`src/rtl/funnel_arbiter.sv`:
```
// Round-robin funnel: N requester lanes share one output through a
// one-entry output buffer, with bursts of up to maxBurst beats per grant.
module funnel_arbiter #(
   parameter int unsigned dataWidth   = 32,
   parameter int unsigned funnelWidth = 4,
   parameter int unsigned maxBurst    = 4
) (
   input  logic                             CLK,
   input  logic                             nRST,
   input  logic [funnelWidth-1:0]           in_req,
   input  logic [funnelWidth-1:0]           in_enq__ENA,
   input  logic [funnelWidth*dataWidth-1:0] in_enq_v,
   output logic [funnelWidth-1:0]           in_enq__RDY,
   output logic                             out_enq__ENA,
   output logic [dataWidth-1:0]             out_enq_v,
   input  logic                             out_enq__RDY,
   output logic [$clog2(funnelWidth)-1:0]   grant,
   output logic                             busy,
   output logic                             err
);

   localparam int unsigned GW = $clog2(funnelWidth);
   localparam int unsigned CW = $clog2(maxBurst + 1);

   typedef enum logic {IDLE, GRANT} state_t;

   state_t                 state_q, state_d;
   logic [GW-1:0]          grant_q, grant_d;
   logic [GW-1:0]          ptr_q, ptr_d;
   logic [CW-1:0]          cnt_q, cnt_d;
   logic                   ob_valid_q, ob_valid_d;
   logic [dataWidth-1:0]   ob_data_q, ob_data_d;
   logic                   err_q, err_d;

   logic                   lane_open_c;
   logic                   accept_c;
   logic                   out_fire_c;
   logic [funnelWidth-1:0] rdy_c;
   logic [dataWidth-1:0]   lane_data_c;
   logic [GW-1:0]          next_lane_c;
   logic [CW-1:0]          cnt_inc_c;
   int unsigned            idx;

   // Handshake decode, payload select and round-robin search
   always_comb begin
      lane_open_c = (state_q == GRANT) && (!ob_valid_q || out_enq__RDY);
      rdy_c       = '0;
      if (lane_open_c) rdy_c[grant_q] = 1'b1;
      accept_c    = lane_open_c && in_enq__ENA[grant_q];
      out_fire_c  = ob_valid_q && out_enq__RDY;
      cnt_inc_c   = cnt_q + CW'(1);

      lane_data_c = '0;
      for (int unsigned i = 0; i < funnelWidth; i++) begin
         if (grant_q == GW'(i)) lane_data_c = in_enq_v[i*dataWidth +: dataWidth];
      end

      // Scan from farthest to nearest so the lane right after ptr wins
      next_lane_c = ptr_q;
      idx         = 0;
      for (int unsigned k = funnelWidth; k != 0; k--) begin
         idx = (32'(ptr_q) + k) % funnelWidth;
         if (in_req[GW'(idx)]) next_lane_c = GW'(idx);
      end
   end

   // Next-state: arbitration, burst counting, output buffer, error flag
   always_comb begin
      state_d    = state_q;
      grant_d    = grant_q;
      ptr_d      = ptr_q;
      cnt_d      = cnt_q;
      ob_valid_d = ob_valid_q;
      ob_data_d  = ob_data_q;
      err_d      = err_q | (|(in_enq__ENA & ~rdy_c));

      if (accept_c) begin
         ob_data_d  = lane_data_c;
         ob_valid_d = 1'b1;
      end else if (out_fire_c) begin
         ob_valid_d = 1'b0;
      end

      case (state_q)
         IDLE: begin
            if (|in_req) begin
               state_d = GRANT;
               grant_d = next_lane_c;
               cnt_d   = '0;
            end
         end
         GRANT: begin
            if (accept_c) begin
               cnt_d = cnt_inc_c;
               if (cnt_inc_c == CW'(maxBurst)) begin
                  state_d = IDLE;
                  ptr_d   = grant_q;
               end
            end else if (!in_req[grant_q]) begin
               state_d = IDLE;
               ptr_d   = grant_q;
            end
         end
         default: state_d = IDLE;
      endcase
   end

   // State registers
   always_ff @(posedge CLK or negedge nRST) begin
      if (!nRST) begin
         state_q    <= IDLE;
         grant_q    <= '0;
         ptr_q      <= GW'(funnelWidth - 1);
         cnt_q      <= '0;
         ob_valid_q <= 1'b0;
         ob_data_q  <= '0;
         err_q      <= 1'b0;
      end else begin
         state_q    <= state_d;
         grant_q    <= grant_d;
         ptr_q      <= ptr_d;
         cnt_q      <= cnt_d;
         ob_valid_q <= ob_valid_d;
         ob_data_q  <= ob_data_d;
         err_q      <= err_d;
      end
   end

   assign in_enq__RDY  = rdy_c;
   assign out_enq__ENA = out_fire_c;
   assign out_enq_v    = ob_data_q;
   assign grant        = grant_q;
   assign busy         = (state_q == GRANT);
   assign err          = err_q;

endmodule

```
`config.mk`:
```
export PLATFORM = sky130hd
export DESIGN_NAME = funnel_arbiter
export DESIGN_NICKNAME = d
export VERILOG_FILES = /design/src/rtl/funnel_arbiter.sv
export SDC_FILE = /design/constraint.sdc
export NUM_CORES = 1
export LEC_CHECK = 0
export CAP_MARGIN = 25
export CORE_ASPECT_RATIO = 1.4
export CORE_MARGIN = 2
export CORE_UTILIZATION = 50
export CTS_CLUSTER_SIZE = 25
export DETAILED_ROUTE_END_ITERATION = 7
export DONT_BUFFER_PORTS = 1
export GPL_TIMING_DRIVEN = 0
export PLACE_DENSITY = 0.63
export RECOVER_POWER = 50
export SETUP_SLACK_MARGIN = 0.5
export SYNTH_ARGS = -nofsm -noshare
export SYNTH_HDL_FRONTEND = slang
export SYNTH_SLANG_ARGS = --single-unit
export TNS_END_PERCENT = 100
```
`constraint.sdc`:
```
create_clock -name CLK -period 3.4 [get_ports CLK]
set_input_delay 0.17 -clock CLK [delete_from_list [all_inputs] [get_ports CLK]]
set_output_delay 0.17 -clock CLK [all_outputs]
set_load 0.1 [all_outputs]
```
======== Yosys cells after proc, flatten, opt, wreduce, memory -nomap -nowiden ========
Cells that the tools add are included.
Widths: inputs -> output; s select.
word-level totals
  bits in registers ....................... 42
  output and inout port bits .............. 41
  word-level logic and storage cells ...... 79
  input port bits ......................... 139
cells by class
  bitwise operators ....................... 4
  mux-type cells .......................... 36
  $lt $le $gt $ge ......................... 6
  $add $sub $neg .......................... 5
  reduce and logical (&&, ||, !) cells .... 13
  equality and inequality tests ........... 8
operators with widths
  cell                 count
  $mux 32              4
  $lt 2x3->1 const B   5
  $mux 2               7
  $mux 1               13
  $bmux 1 s2           6
  $reduce_or 4->1      2
  $mux 3               2
  $pmux 3 s2           1
  $add 2x1->2 const B  2
  $add 2x2->2 const B  2
  $and 4x4->4          1
  $eq 2x2->1 const B   2
  $logic_and 1x1->1    4
  $mux 4               1
  $ne 2x1->1 const B   2
  $ne 2x2->1 const B   2
  $not 4->4            1
  $reduce_and 2->1     2
  $add 3x1->3 const B  1
  $eq 3x3->1 const B   1
  $reduce_and 3->1     1
  $demux 1 s2          1
  $eq 2x1->1 const B   1
  $ge 2x1->1 const B   1
  7 further kinds      7

======== Longest topological paths before layout ========
  depth in word-level cells ............... 9
  mapped depth ............................ 7
  mapped depth without buffers ............ 6

======== Least setup slack after synthesis ========
No wires, ideal clock.
  path type ............................... reg-to-output
  from .................................... register grant_q[1] (netlist: grant[1])
  to ...................................... output in_enq__RDY[0]
  cell stages (with the launch flop) ...... 5
  buffers on the path ..................... 3
  arrival time ............................ 3.489 ns
  data required time ...................... 3.230 ns
  slack ................................... -0.259 ns
  cell sequence ........................... dfrtp_1 clkbuf_1 buf_2 buf_1 nor3_1
between the ends
  cells in the longest elaborated chain, start to end .. 5
  elaborated cells on any way between the ends .. 6
  classes of those cells .................. order compare: 2; mux: 3; reduce/logical: 1
ends and longest elaborated chain
  element                                                         RTL line  source
  start: declaration                                              28        logic [GW-1:0] grant_q, grant_d;
  start signal: assignment                                        120       grant_q <= grant_d;
  $lt 2x3->1 (not written as such) or $ge 2x1->1 (tied branches)  48        if (lane_open_c) rdy_c[grant_q] = 1'b1;
  $logic_and 1x1->1 (not written as such)                         48
  $mux 1 (not written as such)                                    48
  $demux 1 s2 *                                                   48
  $mux 4 *                                                        48
  end: declaration                                                13        output logic [funnelWidth-1:0] in_enq__RDY,
Every way passes the cells marked *; elsewhere a longest branch is shown, timed or not.

======== Worst setup path in the final report ========
  from .................................... register grant_q[0] (netlist: grant[0])
  to ...................................... output in_enq__RDY[1]
Same word-level chain as after synthesis.

==> results.toml <==
[grt]
grt_pass1_wl_microns = 10800
grt_max_degree = 43
grt_pass1_vias = 1964
grt_use_total_pct = 24.05
antenna_found_initial = 0
grt.overflow.total = 0

[detailed_routing]
wirelength_microns = 7092
first_pass_iters = 4
num_vias = 1769
wl_per_cell_microns = 27.60
postRouteAntennaNets = 0
drcViolationCount = 0
via_per_inst = 6.883
drt-initial-drc-count = 88

[clocking]
cts_buffers = 5
cts_setup_buffers = 0
path_clk_slew_ns = 0.08
clk_latency_ns = 0.29
h-tree-depth = 2
root_buffer = "clkbuf_8"
clock-sinks = 42
cts_tree = "yes"
cts.path.max_buffers = 2

[setup_path]
worstPathMaxFanout = 10
critPathRequiredTime_ns = 3.23
critical_path_class = "reg -> out"
r2r-start = "grant[0]$_DFFE_PN0P_"
slowest_stage = "dfrtp_2"
endpoint_kind = "primary output"
cp.arrival_ns = 2.52
start_kind = "flip-flop"
critPathMaxStageDelay_ns = 0.69
r2r_cells = 6
worst_r2r_endpoint = "ptr_q[1]$_DFFE_PN1P_"
crit_chain = "clkbuf_2 > clkbuf_1 > nand3_1 > nor2_4"
reg2reg_slack_ns = 0.94

[sta]
rsz0062_at_grt = "false"
finalCritPeriodShare_pct = 79.03
finalHoldViolCount = 0
fin_skew_ns = 0.004093
period_needed_ns = 2.687
drv_slew = 0
finalSetupViolCount = 0
setup_tns_ns = 0
worst_pin_slew_ns = 0.9887
max_freq_mhz = 372.2
relSlewSlack_pct = 33.87

[yosys]
syn_area_per_cell_sq_um = 15.04
netlist_instances = 181
synth_flop_cell = "dfrtp_1"
yosysTopAreaCell = "dfrtp_1"
synth_edf_count = 0
synth_fp_nets = 322
synth.distinct_cells = 33
synthTopCellsByArea = "dfrtp_1 (37%), mux4_2 (28%), mux2_4 (16%), dfstp_2 (1.9%), buf_6 (1.7%)"
synthArstFlopShare_pct = 100.0
synth_top_area_share_pct = 36.76
synth_seq_cells = 42
ys_seq_area_share_pct = 38.69
ys_warn_count = 0
syn_area_sq_um = 2723

[finish]
antennaDiodeCount = 0
final_nets = 331
drive_gt1_share_pct = 48.69
syn2layout_area_growth_pct = 9.237

[place]
hpwl_microns = 5667
portBuffers = 0
place.gp.congestion = 0.7887

[die]
die_y_microns = 91.31
dieArea_sq_um = 6060
die_w_microns = 66.37
num_io_pins = 180
design.core.area_sq_um = 5197
start_util_pct = 52.38
placement_rows = 31

[min_path]
min_from = "in_enq__ENA[2]"
min_to = "err$_DFF_PN0_"
hp-class = "in -> reg"
min_path_cells = 2

[run_status]
outcome = "finished, final reports clean"

[job]
cap_violations = 0
==> logic make-up after synthesis <==
group           Yosys count  synth area share [%]
buf+inv                  25                 4.779
flops                    42                 38.69
fa+ha+maj                 2                0.9190
mux                      70                 46.92
simple gates             28                 5.331
compound gates           14                 3.355
==> cells in the mapped netlist, drive strengths merged (3+ instances only) <==
| master | n |
|---|---|
| a21oi | 3 |
| buf | 9 |
| clkbuf | 8 |
| dfrtp | 40 |
| inv | 8 |
| mux2 | 34 |
| mux4 | 34 |
| nand2 | 9 |
| nand3 | 5 |
| nor2 | 3 |
| nor3 | 3 |
| o21ai | 4 |
==> metal layers <==
metal	vias up	routed length [microns]	part of all wire (%)	global-route usage [%]
met4	0	153	2.2	8.333
met1	907	2379	34	25.51
met5	-	0	0	0
li1	722	-	-	-
met2	123	3886	55	43.25
met3	17	674	9.5	7.931
==> critical path, delay by kind of cell (launching register included) <==
family / cells / cell delay (ns)
buffers and inverters: 2 / 0.77
and+or+nand+nor: 2 / 0.77
DFF: 1 / 0.69
==> cells in the final DEF (no fill, tap or decap), drive strengths merged <==
cell and count:
clkbuf 15, dfrtp 40, nand4b 1, nor3b 1, and3 1, nand4 1
buf 10, inv 6, a31oi 2, nand3 5, and2 1, o31ai 1
nand2b 2, a21oi 3, o21a 2, o21ai 4, nor2 3, clkinvlp 2
o32ai 1, mux2i 2, or4 1, nand2 9, mux2 34, dfstp 2
dlygate4sd3 1, mux4 34, a41oi 1, bufinv 1, ha 2, nor3 3
==> worst max-delay path by stage <==
stage                         start  slack (ns)        endpoint  depth (start not counted)
6_report       grant[0]$_DFFE_PN0P_        0.71  in_enq__RDY[1]                          4
5_1_grt        grant[0]$_DFFE_PN0P_        0.56  in_enq__RDY[1]                          4
4_1_cts        grant[1]$_DFFE_PN0P_        0.62  in_enq__RDY[2]                          5
3_5_place_dp   grant[1]$_DFFE_PN0P_        0.29  in_enq__RDY[2]                          5
3_3_place_gp   grant[1]$_DFFE_PN0P_        0.33  in_enq__RDY[0]                          4
2_1_floorplan  grant[1]$_DFFE_PN0P_        0.57  in_enq__RDY[0]                          4
==> what timing repair did <==
item                                   4_1_cts  5_1_grt
gates resized for setup                      6        1
gates cloned                                 0        0
setup endpoints to repair                    4        2
hold buffers                                 2        0
endpoints found under the hold margin       42        0
==> stage by stage <==
| step | cell area [sq um] | util (%) | std cells | hold WS [ns] | setup WS [ns] |
|---|---|---|---|---|---|
| 5_1_grt | 2974 | 57.22 | 257 | 0.02036 | 0.5647 |
| 6_report | 2974 | 57.22 | 257 | 0.02421 | 0.7129 |
| 3_5_place_dp | 2819 | 54.24 | 247 | -0.1246 | 0.2872 |
| 3_3_place_gp | 2813 | 54.12 | 247 | -0.1247 | 0.3321 |
| 4_1_cts | 2972 | 57.17 | 257 | 0.01996 | 0.6250 |
| 2_1_floorplan | 2730 | - | 181 | -0.1256 | 0.5745 |
==> registers in the layout, summed over array words and instances (netlist names) <==
name,flops
out_enq_v,32
cnt_q,3
grant,2
ptr_q,2
busy,1
err,1
ob_valid_q,1
==> final cells by class <==
type,instances,area [sq um]
timing repair buffer,2,30.03
clock buffer,7,76.32
sequential,42,1059
multi-input combinational,114,1558
tap,66,82.58
clock inverter,1,30.03
fill,410,2223
buffer,17,101.3
inverter,8,37.54
Power is not shown: default switching activity piles up to over one toggle a cycle in this logic, so the estimate is an artifact.
